`config.mk`:
```
export PLATFORM = sky130hd
export DESIGN_NAME = bit_serial_alu_ctrl
export DESIGN_NICKNAME = d
export VERILOG_FILES = /design/src/rtl/alu_pkg.sv /design/src/rtl/bit_serial_alu_ctrl_slice.sv /design/src/rtl/bit_serial_alu_ctrl.sv
export SDC_FILE = /design/constraint.sdc
export NUM_CORES = 1
export LEC_CHECK = 0
export ABC_CLOCK_PERIOD_IN_PS = 7940
export BUFFER_PORTS_ARGS = -buffer_cell sky130_fd_sc_hd__buf_2
export CORE_ASPECT_RATIO = 0.6
export CORE_MARGIN = 2
export CORE_UTILIZATION = 41
export CTS_CLUSTER_SIZE = 24
export DETAILED_ROUTE_END_ITERATION = 8
export PLACE_DENSITY = 0.59
export SYNTH_ARGS = -nofsm -noshare
export SYNTH_HDL_FRONTEND = slang
export SYNTH_SLANG_ARGS = --single-unit
```
`constraint.sdc`:
```
create_clock -name clk -period 7.94 [get_ports clk]
set_clock_uncertainty 0.2 [all_clocks]
set_input_delay 2.382 -clock clk [delete_from_list [all_inputs] [get_ports clk]]
set_output_delay 2.382 -clock clk [all_outputs]
set_load 0.01 [all_outputs]
```
`src/rtl/alu_pkg.sv`:
```
// Shared op encodings and FSM states for the bit-serial ALU sequencer.
// Consumed by bit_serial_alu_ctrl; optional OVERFLOW_DETECT_EN lives in the top.
package alu_pkg;

  localparam logic [2:0] OP_AND = 3'b000;
  localparam logic [2:0] OP_OR  = 3'b001;
  localparam logic [2:0] OP_ADD = 3'b010;
  localparam logic [2:0] OP_SUB = 3'b110;
  localparam logic [2:0] OP_SLT = 3'b111;

  typedef enum logic [1:0] {
    S_IDLE = 2'b00,
    S_RUN  = 2'b01,
    S_DONE = 2'b10
  } state_t;

endpackage

```
`src/rtl/bit_serial_alu_ctrl_slice.sv`:
```
// OneBitALU: single ALU bit slice (AND/OR/ADD/LESS with optional b invert).
// Shared by the bit-serial sequencer, one bit per clock.
module OneBitALU (
  input  logic       a,
  input  logic       b,
  input  logic       cin,
  input  logic       less,
  input  logic [2:0] op,
  output logic       result,
  output logic       cout,
  output logic       set,
  output logic       g,
  output logic       p
);

  logic bb;
  logic sum;

  assign bb   = op[2] ? ~b : b;
  assign sum  = a ^ bb ^ cin;
  assign cout = (a & bb) | (a & cin) | (bb & cin);
  assign set  = sum;
  assign g    = a & bb;
  assign p    = a | bb;

  always_comb begin
    result = 1'b0;
    unique case (op[1:0])
      2'b00:   result = a & bb;
      2'b01:   result = a | bb;
      2'b10:   result = sum;
      default: result = less;
    endcase
  end

endmodule

```
`src/rtl/bit_serial_alu_ctrl.sv`:
```
// Bit-serial ALU sequencer: WIDTH-bit op through one OneBitALU, LSB first.
// Define OVERFLOW_DETECT_EN to add the overflow port and overflow-corrected SLT.
module bit_serial_alu_ctrl
  import alu_pkg::*;
#(
  parameter  int WIDTH = 32,
  localparam int CNT_W = $clog2(WIDTH)
) (
  input  logic             clk,
  input  logic             rst_n,
  input  logic             start,
  input  logic [WIDTH-1:0] a,
  input  logic [WIDTH-1:0] b,
  input  logic [2:0]       op,
  output logic             busy,
  output logic             done,
  output logic [WIDTH-1:0] result,
  output logic             cout,
`ifdef OVERFLOW_DETECT_EN
  output logic             zero,
  output logic             overflow
`else
  output logic             zero
`endif
);

  state_t state, state_nx;

  logic [WIDTH-1:0] a_q, b_q, sh_q, fin;
  logic [2:0]       op_q;
  logic [CNT_W-1:0] idx;
  logic             carry, set_q, last;
  logic             s_res, s_cout, s_set, slt_bit;
  logic             g_unused, p_unused;

  OneBitALU u_slice (
    .a      (a_q[idx]),
    .b      (b_q[idx]),
    .cin    (carry),
    .less   (1'b0),
    .op     (op_q),
    .result (s_res),
    .cout   (s_cout),
    .set    (s_set),
    .g      (g_unused),
    .p      (p_unused)
  );

  assign last = (idx == CNT_W'(WIDTH-1));
  assign busy = (state != S_IDLE);

`ifdef OVERFLOW_DETECT_EN
  // signed compare stays correct when a-b overflows
  assign slt_bit = set_q ^ overflow;
`else
  assign slt_bit = set_q;
`endif

  assign fin = (op_q[1:0] == 2'b11) ?
               {{(WIDTH-1){1'b0}}, slt_bit} : sh_q;

  always_comb begin
    state_nx = state;
    unique case (state)
      S_IDLE:  if (start) state_nx = S_RUN;
      S_RUN:   if (last) state_nx = S_DONE;
      S_DONE:  state_nx = S_IDLE;
      default: state_nx = S_IDLE;
    endcase
  end

  always_ff @(posedge clk or negedge rst_n) begin
    if (!rst_n) state <= S_IDLE;
    else        state <= state_nx;
  end

  always_ff @(posedge clk or negedge rst_n) begin
    if (!rst_n) begin
      a_q    <= '0;
      b_q    <= '0;
      op_q   <= '0;
      sh_q   <= '0;
      idx    <= '0;
      carry  <= 1'b0;
      set_q  <= 1'b0;
      done   <= 1'b0;
      result <= '0;
      cout   <= 1'b0;
      zero   <= 1'b0;
`ifdef OVERFLOW_DETECT_EN
      overflow <= 1'b0;
`endif
    end else begin
      done <= (state == S_DONE);
      unique case (state)
        S_IDLE: begin
          if (start) begin
            a_q   <= a;
            b_q   <= b;
            op_q  <= op;
            carry <= op[2];
            idx   <= '0;
          end
        end
        S_RUN: begin
          sh_q[idx] <= s_res;
          carry     <= s_cout;
          if (last) begin
            set_q <= s_set;
            cout  <= op_q[1] & s_cout;
`ifdef OVERFLOW_DETECT_EN
            overflow <= op_q[1] & (carry ^ s_cout);
`endif
          end else begin
            idx <= idx + 1'b1;
          end
        end
        S_DONE: begin
          result <= fin;
          zero   <= ~|fin;
        end
        default: ;
      endcase
    end
  end

endmodule

```
==> run metrics <==
outcome=completed; initial antenna violation count=1; PnR Total Power=3.054 mW; worst path buffer plus inverter count=1; cell row count=35; DR iter-0 viols=269; Worst slew margin=32.61%; Slew Limit Fails=0; max cap viols=0; Max VDD drop=149.7 uV; Die Ht=99.93 um; Mean Syn Cell Area=13.58 um2; drt via density=5.239; # DRC=0; Fin. Hold Viols=0; Slew @ Worst Pin=1.011 ns; uppermost layer routed=met4; fin nets=642; wl on met1=7689 um; fin crit share=52.79%; CP max stage delay=0.91 ns; f_max=238.6 MHz; met3 routed WL=922 um; RSZ-0062 raised after global routing=false; CP Cell Sequence=mux4_1, inv_1, o22ai_1, nor4_4, fa_1, mux2i_1, o21a_1, mux2_2; XOR/XNOR Fraction of Synth Area=0.5571%; sequential area share after synthesis=56.90%; slowest stage cell, crit path=dfrtp_1; Max FO, Critical Path=32; CTS tree=built; routed wl met2=5822 um; H-tree depth=4; CP Data Arrival Time=4.34 ns; warnings from Yosys=0; root buf cell=clkbuf_16; worst hold-check path type=reg -> reg; cell area after synthesis=6289 um2; post-DP HPWL=9969 um; clock latency on the worst-skew pair=0.42 ns; Synth Area in Adders=1.711%; compound-cell area share of the yosys netlist=6.924%; worst setup path class=reg -> reg; Sink Count=143; Die W=163.9 um; Setup crit end kind=flip-flop; CP top delay family=multiplexers; Routed WL=14540 um; overall die area=16380 um2; initial cell density of the core=41.50%; post-synthesis simple-gate area fraction=6.765%; Synth Flop Type=dfrtp_1; CP startpoint kind=flip-flop; Yosys reg bits=143; cts repair resizes=0; Static Leak=3.590 nW; cts hold-fix bufs=0; pin count of the biggest net entering global routing=80; mux cell area share after synthesis=23.72%; Core Area=15150 um2; Setup-failing EPs final=0; number of synthesized flops with an enable pin=0; DRT Pass-1 Iters=4; Via Count=4092; CTS clk-pin slew, worst paths=0.06 ns; IO Pins=106; clock tree buffer depth=2; post-layout min period=4.191 ns; vias in the first global route=4182; final core occ=50.01%; number of fill cells=1387; GRT Residual Overflow=0; CTS Buf Count=17; share of cells above drive strength 1=44.37%; global-route wire length before repair=23430 um; Syn-to-layout area delta=20.49%; GRT Overall Usage=19.05%; P per Cell Area=403.0 nW/um2; post-route ant nets=0; Synth Net Count=541; largest family of logic cells by synthesized area=multiplexers; synth unique cells=42; DR WL/cell=18.62 um; Port-buffer cells=105; Critical Path RT=8.08 ns; # Post-CTS Setup Buffers=0; Final GP Congestion=0.7497; TNS Setup=0 ns; Syn Inst Count=463; FFs w/ async S/R, synth=100.0%
[flip-flops by register name, indices dropped and copies added (netlist names)]
| name | cells |
|---|---|
| a_q | 32 |
| b_q | 32 |
| carry | 1 |
| cout | 1 |
| done | 1 |
| idx | 5 |
| op_q | 3 |
| result | 32 |
| set_q | 1 |
| sh_q | 32 |
| state | 2 |
| zero | 1 |
[final cells by class]
| type | instances | area (um2) | area share [%] |
|---|---|---|---|
| Antenna cell | 1 | 2.502 | 0.03303 |
| Clock inverter | 13 | 162.7 | 2.147 |
| Tap cell | 203 | 254.0 | 3.352 |
| Inverter | 15 | 56.30 | 0.7431 |
| Sequential cell | 143 | 3578 | 47.23 |
| Clock buffer | 19 | 442.9 | 5.845 |
| Multi-Input combinational cell | 276 | 2504 | 33.04 |
| Timing Repair Buffer | 111 | 576.8 | 7.612 |
[cells by family (layout without fill, tap and decap cells)]
logic type,count (synthesis),after routing
and+or+nand+nor,83,83
buffers and inverters,44,158
other,0,1
DFF,143,143
xor gates and xnor gates,4,4
adders and majority gates,8,8
muxes,123,123
AOI/OAI and AO/OA,58,58
[routing by layer]
metal	GRT usage, %	vias up
met3	5.455	9
li1	-	1888
met5	0	-
met2	25.60	100
met1	29.81	2095
met4	5.263	0
[cell usage after synthesis, types with 2 or more instances]
| master | n | area share (%) |
|---|---|---|
| nor2b_1 | 3 | 0.30 |
| ha_1 | 7 | 1.4 |
| inv_1 | 14 | 0.84 |
| nand3b_1 | 3 | 0.36 |
| o22ai_1 | 8 | 0.80 |
| nand3_1 | 7 | 0.56 |
| a21oi_1 | 4 | 0.32 |
| buf_6 | 4 | 0.72 |
| nand4_1 | 3 | 0.30 |
| clkbuf_1 | 11 | 0.66 |
| mux2_2 | 99 | 18 |
| a22o_1 | 31 | 4.3 |
| mux4_1 | 3 | 1.3 |
| mux2i_1 | 14 | 2.2 |
| buf_2 | 13 | 1.0 |
| mux4_2 | 7 | 2.5 |
| o21ai_0 | 9 | 0.72 |
| or3b_1 | 2 | 0.28 |
| nor2_1 | 33 | 2.0 |
| dfrtp_1 | 143 | 57 |
| nand2_1 | 13 | 0.78 |
| nand2b_1 | 4 | 0.40 |
| xor2_1 | 3 | 0.42 |
| nor4_1 | 7 | 0.70 |
[power by group]
group,total [mW],internal [mW],leakage (nW),switching (mW)
clock network,0.819,0.504,0.290,0.316
logic,1.01,0.506,1.49,0.504
registers,1.22,1.00,1.81,0.222
total,3.05,2.01,3.59,1.04
[cell usage in the layout, fill, tap and decap left out, types with 8 or more instances in the layout]
cell,netlist,routed
dfrtp_1,143,143
buf_2,13,104
mux2_2,99,99
nor2_1,33,33
a22o_1,31,31
clkbuf_16,0,17
inv_1,14,14
mux2i_1,14,14
nand2_1,13,13
o21ai_0,9,9
o22ai_1,8,8
[worst reg2reg max path: stages, from the launching register on]
cell     delay (ns)
dfrtp_1        0.91
mux4_1         0.68
inv_1          0.08
o22ai_1        0.12
nor4_4         0.41
fa_1           0.50
mux2i_1        0.16
o21a_1         0.73
mux2_2         0.31
[per-stage QoR]
| stage | hold slack, ns | std cells | worst slack (ns) | cell area (um2) |
|---|---|---|---|---|
| detailed placement | 0.2654 | 748 | 3.802 | 6969 |
| finish | 0.2675 | 781 | 3.749 | 7577 |
| floorplan | 0.2492 | 463 | 4.438 | 6289 |
| global placement | 0.2520 | 748 | 3.855 | 6969 |
| global route | 0.3139 | 780 | 3.489 | 7575 |
| CTS | 0.2785 | 780 | 3.741 | 7575 |
[path summary, 6_finish.rpt]
check                       start       end  slack (ns)  cells after the start
hold / removal               zero      zero        0.27                      2
setup reg to reg           idx[0]  sh_q[17]        3.75                      8
min in group asynchronous   rst_n    b_q[0]        1.74                      1
hold reg to reg              zero      zero        0.27                      2
max in group asynchronous   rst_n   a_q[22]        4.29                      2
setup / recovery           idx[0]  sh_q[17]        3.75                      8
Note: power is estimated with default switching activity, not from simulation.
